## config.mk

```make
export PLATFORM = sky130hd
export DESIGN_NAME = m_tlb_assoc
export DESIGN_NICKNAME = d
export VERILOG_FILES = /design/src/rtl/m_tlb_assoc_pkg.sv /design/src/rtl/m_tlb_assoc_way_match.sv /design/src/rtl/m_tlb_assoc.sv
export SDC_FILE = /design/constraint.sdc
export NUM_CORES = 2
export LEC_CHECK = 0
export CAP_MARGIN = 20
export CORE_UTILIZATION = 40
export CTS_BUF_LIST = sky130_fd_sc_hd__clkbuf_4 sky130_fd_sc_hd__clkbuf_8
export CTS_CLUSTER_DIAMETER = 30
export DETAILED_ROUTE_END_ITERATION = 10
export PLACE_DENSITY_LB_ADDON = 0.12
export SLEW_MARGIN = 10
export SYNTH_ARGS = -nofsm -noshare
export SYNTH_HDL_FRONTEND = slang
export SYNTH_SLANG_ARGS = --single-unit
```

## constraint.sdc

```tcl
create_clock -name CLK -period 8.3 [get_ports CLK]
set_input_delay 1.66 -clock CLK [delete_from_list [all_inputs] [get_ports CLK]]
set_output_delay 1.66 -clock CLK [all_outputs]
set_load 0.005 [all_outputs]
```

## src/rtl/m_tlb_assoc_pkg.sv

```systemverilog
// Shared constants for the set-associative TLB: flush modes, PTE flag layout,
// Sv32 VPN split point and the flush sweep FSM encoding.
package m_tlb_assoc_pkg;
  localparam int SV32_SPLIT = 10;

  localparam logic [1:0] TLBF_ALL     = 2'd0;
  localparam logic [1:0] TLBF_ASID    = 2'd1;
  localparam logic [1:0] TLBF_VPN     = 2'd2;
  localparam logic [1:0] TLBF_VPNASID = 2'd3;

  localparam int PTE_V = 0;
  localparam int PTE_R = 1;
  localparam int PTE_W = 2;
  localparam int PTE_X = 3;
  localparam int PTE_U = 4;
  localparam int PTE_G = 5;
  localparam int PTE_A = 6;
  localparam int PTE_D = 7;
  localparam logic [7:0] PTE_A_MASK = 8'h40;
  localparam logic [7:0] PTE_D_MASK = 8'h80;

  typedef enum logic [1:0] {TLB_IDLE, TLB_SWEEP, TLB_DONE} tlb_state_e;
endpackage

```

## src/rtl/m_tlb_assoc_way_match.sv

```systemverilog
// Per-way comparator: lookup/refill match against one stored entry plus the
// SFENCE.VMA filter match used by the flush sweep.
module m_tlb_way_match
  import m_tlb_assoc_pkg::*;
#(
  parameter int VPN_W  = 20,
  parameter int ASID_W = 9
) (
  input  logic              valid,
  input  logic              is_super,
  input  logic              glob,
  input  logic [VPN_W-1:0]  tag_vpn,
  input  logic [ASID_W-1:0] tag_asid,
  input  logic [VPN_W-1:0]  vpn,
  input  logic [ASID_W-1:0] asid,
  input  logic              want_super,
  input  logic [1:0]        mode,
  output logic              lk_match,
  output logic              fl_match
);
  logic vpn_eq;
  logic asid_eq;

  // Superpages only carry the upper VPN bits as a tag.
  assign vpn_eq   = is_super ? (vpn[VPN_W-1:SV32_SPLIT] == tag_vpn[VPN_W-1:SV32_SPLIT])
                             : (vpn == tag_vpn);
  assign asid_eq  = (asid == tag_asid);
  assign lk_match = valid && (is_super == want_super) && (glob || asid_eq) && vpn_eq;

  always_comb begin
    case (mode)
      TLBF_ASID:    fl_match = valid && asid_eq && !glob;
      TLBF_VPN:     fl_match = valid && vpn_eq;
      TLBF_VPNASID: fl_match = valid && vpn_eq && asid_eq && !glob;
      default:      fl_match = valid;
    endcase
  end
endmodule

```

## src/rtl/m_tlb_assoc.sv

```systemverilog
// Set-associative TLB with ASID/global/superpage support, combinational lookup,
// round-robin refill, selective flush sweep and saturating hit/miss counters.
module m_tlb_assoc
  import m_tlb_assoc_pkg::*;
#(
  parameter int WAYS   = 2,
  parameter int SETS   = 16,
  parameter int VPN_W  = 20,
  parameter int PPN_W  = 22,
  parameter int ASID_W = 9,
  parameter int CNT_W  = 32
) (
  input  logic              CLK,
  input  logic              RST,
  input  logic              w_lk_req,
  input  logic [VPN_W-1:0]  w_lk_vpn,
  input  logic [ASID_W-1:0] w_lk_asid,
  output logic              w_lk_hit,
  output logic [PPN_W-1:0]  w_lk_ppn,
  output logic [7:0]        w_lk_flags,
  input  logic              w_we,
  input  logic [VPN_W-1:0]  w_wvpn,
  input  logic [ASID_W-1:0] w_wasid,
  input  logic [PPN_W-1:0]  w_wppn,
  input  logic [7:0]        w_wflags,
  input  logic              w_wsuper,
  input  logic              w_flush_req,
  input  logic [1:0]        w_flush_mode,
  input  logic [VPN_W-1:0]  w_flush_vpn,
  input  logic [ASID_W-1:0] w_flush_asid,
  output logic              w_flush_busy,
  output logic              w_flush_done,
  output logic [CNT_W-1:0]  w_hit_cnt,
  output logic [CNT_W-1:0]  w_miss_cnt
);
  localparam int SW = $clog2(SETS);
  localparam int WW = (WAYS > 1) ? $clog2(WAYS) : 1;

  logic [WAYS-1:0]   valid_q [SETS];
  logic [WAYS-1:0]   super_q [SETS];
  logic [WW-1:0]     rr_q    [SETS];
  logic [VPN_W-1:0]  vpn_q   [SETS][WAYS];
  logic [ASID_W-1:0] asid_q  [SETS][WAYS];
  logic [PPN_W-1:0]  ppn_q   [SETS][WAYS];
  logic [7:0]        flags_q [SETS][WAYS];

  tlb_state_e        state_q, state_d;
  logic [SW-1:0]     cnt_q;
  logic [1:0]        fl_mode_q;
  logic [VPN_W-1:0]  fl_vpn_q;
  logic [ASID_W-1:0] fl_asid_q;

  logic [SW-1:0]   lk_idx4, lk_idxs, rf_idx;
  logic [WAYS-1:0] lk4_m, lks_m, rf_m, sw_m;
  logic [WAYS-1:0] unused_fl4, unused_fls, unused_flrf, unused_lksw;
  logic            fl_start, fl_all, rf_en, use_rr, found;
  logic [WW-1:0]   victim;

  assign lk_idx4  = w_lk_vpn[SW-1:0];
  assign lk_idxs  = w_lk_vpn[SV32_SPLIT +: SW];
  assign rf_idx   = w_wsuper ? w_wvpn[SV32_SPLIT +: SW] : w_wvpn[SW-1:0];
  assign fl_start = (state_q == TLB_IDLE) && w_flush_req;
  assign fl_all   = fl_start && (w_flush_mode == TLBF_ALL);
  assign rf_en    = w_we && (((state_q == TLB_IDLE) && !w_flush_req) || (state_q == TLB_DONE));

  for (genvar w = 0; w < WAYS; w++) begin : g_way
    m_tlb_way_match #(.VPN_W(VPN_W), .ASID_W(ASID_W)) u_lk4 (
      .valid(valid_q[lk_idx4][w]), .is_super(super_q[lk_idx4][w]), .glob(flags_q[lk_idx4][w][PTE_G]),
      .tag_vpn(vpn_q[lk_idx4][w]), .tag_asid(asid_q[lk_idx4][w]), .vpn(w_lk_vpn), .asid(w_lk_asid),
      .want_super(1'b0), .mode(TLBF_ALL), .lk_match(lk4_m[w]), .fl_match(unused_fl4[w]));
    m_tlb_way_match #(.VPN_W(VPN_W), .ASID_W(ASID_W)) u_lks (
      .valid(valid_q[lk_idxs][w]), .is_super(super_q[lk_idxs][w]), .glob(flags_q[lk_idxs][w][PTE_G]),
      .tag_vpn(vpn_q[lk_idxs][w]), .tag_asid(asid_q[lk_idxs][w]), .vpn(w_lk_vpn), .asid(w_lk_asid),
      .want_super(1'b1), .mode(TLBF_ALL), .lk_match(lks_m[w]), .fl_match(unused_fls[w]));
    m_tlb_way_match #(.VPN_W(VPN_W), .ASID_W(ASID_W)) u_rf (
      .valid(valid_q[rf_idx][w]), .is_super(super_q[rf_idx][w]), .glob(flags_q[rf_idx][w][PTE_G]),
      .tag_vpn(vpn_q[rf_idx][w]), .tag_asid(asid_q[rf_idx][w]), .vpn(w_wvpn), .asid(w_wasid),
      .want_super(w_wsuper), .mode(TLBF_ALL), .lk_match(rf_m[w]), .fl_match(unused_flrf[w]));
    m_tlb_way_match #(.VPN_W(VPN_W), .ASID_W(ASID_W)) u_sw (
      .valid(valid_q[cnt_q][w]), .is_super(super_q[cnt_q][w]), .glob(flags_q[cnt_q][w][PTE_G]),
      .tag_vpn(vpn_q[cnt_q][w]), .tag_asid(asid_q[cnt_q][w]), .vpn(fl_vpn_q), .asid(fl_asid_q),
      .want_super(1'b0), .mode(fl_mode_q), .lk_match(unused_lksw[w]), .fl_match(sw_m[w]));
  end

  // Superpage set is scanned last so it overrides the 4K set; lowest way last wins.
  always_comb begin
    w_lk_hit   = 1'b0;
    w_lk_ppn   = '0;
    w_lk_flags = '0;
    for (int w = WAYS-1; w >= 0; w--) begin
      if (lk4_m[w]) begin
        w_lk_hit   = 1'b1;
        w_lk_ppn   = ppn_q[lk_idx4][w];
        w_lk_flags = flags_q[lk_idx4][w];
      end
    end
    for (int w = WAYS-1; w >= 0; w--) begin
      if (lks_m[w]) begin
        w_lk_hit   = 1'b1;
        w_lk_ppn   = {ppn_q[lk_idxs][w][PPN_W-1:SV32_SPLIT], w_lk_vpn[SV32_SPLIT-1:0]};
        w_lk_flags = flags_q[lk_idxs][w];
      end
    end
    if (w_flush_busy) begin
      w_lk_hit   = 1'b0;
      w_lk_ppn   = '0;
      w_lk_flags = '0;
    end
  end

  // Victim: in-place overwrite, then lowest free way, then round-robin.
  always_comb begin
    victim = '0;
    found  = 1'b0;
    use_rr = 1'b0;
    for (int w = WAYS-1; w >= 0; w--) begin
      if (rf_m[w]) begin
        victim = WW'(w);
        found  = 1'b1;
      end
    end
    if (!found) begin
      for (int w = WAYS-1; w >= 0; w--) begin
        if (!valid_q[rf_idx][w]) begin
          victim = WW'(w);
          found  = 1'b1;
        end
      end
    end
    if (!found) begin
      victim = rr_q[rf_idx];
      use_rr = 1'b1;
    end
  end

  always_ff @(posedge CLK) begin
    if (RST) begin
      for (int s = 0; s < SETS; s++) begin
        valid_q[s] <= '0;
        rr_q[s]    <= '0;
      end
    end else if (fl_all) begin
      for (int s = 0; s < SETS; s++) valid_q[s] <= '0;
    end else if (state_q == TLB_SWEEP) begin
      valid_q[cnt_q] <= valid_q[cnt_q] & ~sw_m;
    end else if (rf_en) begin
      valid_q[rf_idx][victim] <= 1'b1;
      if (use_rr) rr_q[rf_idx] <= (rr_q[rf_idx] == WW'(WAYS-1)) ? '0 : rr_q[rf_idx] + 1'b1;
    end
  end

  always_ff @(posedge CLK) begin
    if (rf_en) begin
      super_q[rf_idx][victim] <= w_wsuper;
      vpn_q[rf_idx][victim]   <= w_wvpn;
      asid_q[rf_idx][victim]  <= w_wasid;
      ppn_q[rf_idx][victim]   <= w_wppn;
      flags_q[rf_idx][victim] <= w_wflags;
    end
    if (fl_start) begin
      fl_vpn_q  <= w_flush_vpn;
      fl_asid_q <= w_flush_asid;
    end
  end

  always_ff @(posedge CLK) begin
    if (RST) begin
      state_q   <= TLB_IDLE;
      cnt_q     <= '0;
      fl_mode_q <= TLBF_ALL;
    end else begin
      state_q <= state_d;
      if (fl_start) begin
        cnt_q     <= '0;
        fl_mode_q <= w_flush_mode;
      end else if (state_q == TLB_SWEEP) begin
        cnt_q <= cnt_q + 1'b1;
      end
    end
  end

  always_comb begin
    state_d = state_q;
    case (state_q)
      TLB_IDLE:  if (w_flush_req) state_d = (w_flush_mode == TLBF_ALL) ? TLB_DONE : TLB_SWEEP;
      TLB_SWEEP: if (cnt_q == SW'(SETS-1)) state_d = TLB_DONE;
      default:   state_d = TLB_IDLE;
    endcase
  end

  always_comb begin
    w_flush_busy = (state_q == TLB_SWEEP);
    w_flush_done = (state_q == TLB_DONE);
  end

  always_ff @(posedge CLK) begin
    if (RST) begin
      w_hit_cnt  <= '0;
      w_miss_cnt <= '0;
    end else if (w_lk_req) begin
      if (w_lk_hit) begin
        if (w_hit_cnt != {CNT_W{1'b1}}) w_hit_cnt <= w_hit_cnt + 1'b1;
      end else begin
        if (w_miss_cnt != {CNT_W{1'b1}}) w_miss_cnt <= w_miss_cnt + 1'b1;
      end
    end
  end
endmodule

```

==> results.txt <==
On the final layout, the worst hold slack is 0.459 ns. The number of sinks driven by the clock tree is 2073, and the worst setup slack for register-to-register paths is 2.84 ns. After detailed routing, the number of remaining DRC violations is 2. Max-cap violations in this run came to 0. The first TritonRoute pass finished after 11 iterations. Compared with the post-synthesis result, the final layout area differs by 21.7%. The run gives 10.3% as the share of total power in combinational logic.

Among all flip-flop cells after synthesis, the most frequent one is sky130_fd_sc_hd__edfxtp_1. The logs give 7788 for the final layout net count and 4 for the number of buffers between clock root and the deepest sink. Among all stages on the critical path, the largest delay is contributed by sky130_fd_sc_hd__a221oi_1. In this design, the stage delay of the slowest critical-path cell is 0.80 ns. The tools report the final-report hold violation count as 0.

After synthesis, the netlist uses 93 different library cells. The die covers 0.277 mm². TritonCTS built the clock tree. The setup slack of the critical path after layout came out at -0.0802 ns. Category of the worst setup path capture point: an output port.

The sequential area share after synthesis was 56.0%; the fraction of power consumed by the clock network was 48.2%. In the synthesized netlist, the number of instances is 6912. For the pin with the worst max-slew slack, the measured transition is 1.19 ns.

Class of the worst hold path: register to register. The total global routing overflow came out at 0. The tools report the starting density of the core as 40.2%. CTS root buffer: sky130_fd_sc_hd__clkbuf_8. The maximum number of pins on one net before global-route repair was 142. The relative contribution of sequential cells to total power was 41.4%. The detailed-route vias per instance is 6.70. The detailed-route wire length per cell is 37.4 µm, and the die boundary height is 526 µm.

The later pin in the worst-skew pair is clocked with a latency of 1.14 ns. The total internal power is 21.0 mW. The period utilization is 101%. After routing the design area is 0.134 mm². The tools report the maximum ir drop on the vdd rail as 0.145 mV. After clock tree synthesis, the clock-pin slew on the worst setup and hold paths is 0.05 ns.

The most critical setup path has its startpoint at w_lk_vpn[2]. The power density over cell area is 210 mW/mm². The number of inserted filler cells in the final layout was 23000.

The logs give 192 for the count of standard-cell rows and 0.0845 ns for the clock skew. For this design the total switching power over the nets is 7.11 mW. Horizontal die dimension: 526 µm. The number of global-route vias before repair was 76700. Setup violations remaining at the end of the flow were counted as 4. In this run the cell area of the synthesized design comes to 0.110 mm². The most prevalent standard cell on the critical path was sky130_fd_sc_hd__buf_4. The number of buffers and inverters on the critical path is 6. For the worst setup path, the data arrival time is 6.72 ns. The tools report the number of pins with negative max-slew slack in the final report as 0. The run gives 0 as the yosys synthesis warning count. Timing would allow up to 0.119 GHz. In this run the tightest slew margin relative to its limit is 20.8%. The total I/O pin count was 222. The share of layout cells above drive strength 1 was 35.2%; the number of buffers inserted by port buffering was 221. The first global-routing pass estimated 608 mm of wire.

The tools report the post-layout total power as 28.1 mW. At the end of routability-driven placement, the weighted congestion stood at 0.953. The number of synthesized register bits was 2073; the average size of a mapped cell was 15.9 µm².

The floorplan step defined a core boundary enclosing 0.273 mm². The worst setup path is of the primary input to output port kind. Summed over all cells, the static leakage comes to 43.2 nW. The area of placed instances is 0.122 mm². The signal on the critical path passes through buf_2 -> buf_6 -> or2_2 -> o22ai_1 -> a221oi_1 -> xnor2_1 -> o2111a_1 -> nand4_1 -> buf_4 -> nor4_4 -> buf_4 -> buf_4 -> nand3_1 -> a21oi_1 -> o21bai_1 -> a21oi_1 -> clkdlybuf4s50_1. STA classifies the critical path startpoint as a primary input. The antenna violation net count after detailed routing was 0. Switching part of the total: 25.3%.

In this run the number of H-tree levels came out at 5. After synthesis, the share of flip-flops with an asynchronous set or reset is 0%. Global routing consumed, over all layers together, 31.0% of the routing resources. Summed over all layers, the routed wires come to 437 mm. The critical path required time was 6.64 ns. The run gives 285 mm as the post-DP HPWL. The critical path's top delay family was buffers and inverters.

The tools report the number of antenna violations at the first check in global routing as 21. The flow ran to the end, but the final reports show violations. For the hold-fix buffer count after cts, the log shows 0. After layout, the minimum clock period comes to 8.38 ns. Counting every net in the synthesized netlist gives 7040.

In this run, synthesis inferred 1997 flip-flops with an integrated enable. The final reports fail on design-rule violations, negative setup slack. The number of buffers created by CTS is 480. The maximum fanout encountered on the critical timing path works out to 23.

The run gives 11900 as the initial detailed-routing violation count. The worst hold path begins at state_q[1]. The count of vias placed by the detailed router is 78200.
through the flow:
step,std cells,util [%],worst slack (ns),TNS [ns]
3_3_place_gp,10700,44.6,-0.607,-11.80
2_1_floorplan,6912,-,0.457,0
4_1_cts,11600,48.8,0.00857,0
5_1_grt,11700,48.9,-0.00822,-0.00908
3_5_place_dp,10700,44.7,-0.517,-11.47
6_report,11700,48.9,-0.0802,-0.166
cell type report:
cell class / count / area [µm²] / area share, %
sequential: 2073 / 61500 / 46.0
inverter: 63 / 250 / 0.187
antenna: 13 / 32.5 / 0.0243
timing repair buffer: 880 / 10500 / 7.85
clock inverter: 335 / 3880 / 2.90
multi-input combinational: 4162 / 45800 / 34.3
tap: 3589 / 4490 / 3.36
clock buffer: 560 / 7280 / 5.44
final timing paths:
check,cells past startpoint,to
max,17,w_lk_ppn[10]
min,1,state_q[1]
max reg2reg,12,valid_q[14][1]
min reg2reg,1,state_q[1]
timing repair:
action                                  4_1_cts  5_1_grt
pin swaps                                     2        1
resized for setup                            20       10
hold endpoints to repair                      0        0
endpoints found under the setup margin       31       27
buffers inserted                              0        2
gates cloned                                  1        2
metal layers:
layer  GRT usage, %  share of wire, %  up-vias
met3           7.99                11     1045
met1           43.0                39    40900
met4           13.2               4.7       14
met5              0             0.018        -
met2           46.2                44     5689
li1               -                 -    30600
worst register-to-register path, stage by stage, from the launching register on:
cell,delay [ns]
sky130_fd_sc_hd__dfxtp_4,0.99
sky130_fd_sc_hd__buf_4,0.69
sky130_fd_sc_hd__mux4_2,0.65
sky130_fd_sc_hd__mux4_2,0.56
sky130_fd_sc_hd__xnor2_1,0.21
sky130_fd_sc_hd__nand4_1,0.16
sky130_fd_sc_hd__nor4_2,0.72
sky130_fd_sc_hd__o2111ai_1,0.36
sky130_fd_sc_hd__a22oi_1,0.30
sky130_fd_sc_hd__nor2_1,0.08
sky130_fd_sc_hd__a21oi_1,0.16
sky130_fd_sc_hd__buf_4,0.25
sky130_fd_sc_hd__nor2_1,0.06
Yosys cell counts, types with 9 or more instances:
| library cell | count | area share (%) |
|---|---|---|
| sky130_fd_sc_hd__mux2i_1 | 227 | 2.1 |
| sky130_fd_sc_hd__buf_2 | 113 | 0.51 |
| sky130_fd_sc_hd__o22ai_1 | 100 | 0.57 |
| sky130_fd_sc_hd__a41oi_1 | 31 | 0.25 |
| sky130_fd_sc_hd__nand4_1 | 63 | 0.36 |
| sky130_fd_sc_hd__edfxtp_1 | 1997 | 55 |
| sky130_fd_sc_hd__and2_1 | 27 | 0.15 |
| sky130_fd_sc_hd__buf_1 | 138 | 0.47 |
| sky130_fd_sc_hd__mux4_2 | 1167 | 24 |
| sky130_fd_sc_hd__nor2_1 | 140 | 0.48 |
| sky130_fd_sc_hd__mux2_2 | 48 | 0.49 |
| sky130_fd_sc_hd__nor3_1 | 29 | 0.13 |
| sky130_fd_sc_hd__o31ai_1 | 12 | 0.082 |
| sky130_fd_sc_hd__nand3b_1 | 17 | 0.12 |
| sky130_fd_sc_hd__or3_1 | 59 | 0.34 |
| sky130_fd_sc_hd__nand3_1 | 194 | 0.88 |
| sky130_fd_sc_hd__o2111ai_1 | 18 | 0.14 |
| sky130_fd_sc_hd__xor2_1 | 121 | 0.96 |
| sky130_fd_sc_hd__clkbuf_1 | 309 | 1.1 |
| sky130_fd_sc_hd__nor4_1 | 60 | 0.34 |
| sky130_fd_sc_hd__o41ai_1 | 80 | 0.64 |
| sky130_fd_sc_hd__a221oi_1 | 17 | 0.14 |
| sky130_fd_sc_hd__nand2_1 | 447 | 1.5 |
| sky130_fd_sc_hd__a22oi_1 | 33 | 0.23 |
| sky130_fd_sc_hd__nand2b_1 | 19 | 0.11 |
| sky130_fd_sc_hd__a21oi_1 | 543 | 2.5 |
| sky130_fd_sc_hd__and3_1 | 16 | 0.091 |
| sky130_fd_sc_hd__nor2b_1 | 52 | 0.30 |
| sky130_fd_sc_hd__a21o_1 | 122 | 0.83 |
| sky130_fd_sc_hd__a31o_2 | 17 | 0.14 |
| sky130_fd_sc_hd__buf_8 | 9 | 0.12 |
| sky130_fd_sc_hd__a2111oi_0 | 14 | 0.11 |
| sky130_fd_sc_hd__or4_1 | 15 | 0.10 |
| sky130_fd_sc_hd__dfxtp_1 | 76 | 1.4 |
| sky130_fd_sc_hd__o21bai_1 | 9 | 0.061 |
| sky130_fd_sc_hd__xnor2_1 | 123 | 0.98 |
| sky130_fd_sc_hd__o21ai_0 | 149 | 0.68 |
| sky130_fd_sc_hd__a31oi_1 | 23 | 0.13 |
| sky130_fd_sc_hd__o211ai_1 | 35 | 0.24 |
| sky130_fd_sc_hd__o2bb2ai_1 | 10 | 0.080 |
| sky130_fd_sc_hd__buf_6 | 16 | 0.16 |
| sky130_fd_sc_hd__buf_4 | 21 | 0.14 |
| sky130_fd_sc_hd__inv_1 | 59 | 0.20 |
registers in the layout, summed over array words and instances, names as in the netlist, named ones only:
name        cells
ppn_q         704
vpn_q         640
asid_q        288
flags_q       256
super_q        32
valid_q        32
w_hit_cnt      32
w_miss_cnt     32
fl_vpn_q       20
rr_q           16
fl_asid_q       9
cnt_q           4
fl_mode_q       2
state_q         2
cell usage in the layout (no fill, tap or decap), types with 121 or more instances in the layout:
cell / instances
sky130_fd_sc_hd__edfxtp_1: 1997
sky130_fd_sc_hd__buf_12: 244
sky130_fd_sc_hd__buf_4: 390
sky130_fd_sc_hd__a21o_1: 121
sky130_fd_sc_hd__o21ai_0: 149
sky130_fd_sc_hd__mux2i_1: 224
sky130_fd_sc_hd__nand3_1: 192
sky130_fd_sc_hd__nand2_1: 442
sky130_fd_sc_hd__mux4_2: 1167
sky130_fd_sc_hd__clkdlybuf4s50_1: 209
sky130_fd_sc_hd__a21oi_1: 540
sky130_fd_sc_hd__clkbuf_8: 493
kinds of logic after synthesis:
kind of cell | after synthesis | share of synthesized area (%)
DFF | 2073 | 56.0
muxes | 1443 | 26.5
AOI/OAI and AO/OA | 1282 | 7.40
and+or+nand+nor | 1190 | 5.36
buffers and inverters | 677 | 2.82
xor gates and xnor gates | 244 | 1.94
adders and majority gates | 3 | 0.0342
power groups by stage:
stage	registers, mW	clock network, mW	logic, mW
final	11.6	13.6	2.91
after global routing	11.6	14.2	3.01
after floorplan	11.8	0	1.60
after CTS	11.6	13.7	2.84
after global placement	11.8	0	2.81
after detailed placement	11.8	0	2.82
Power figures use the tool's default switching activity.
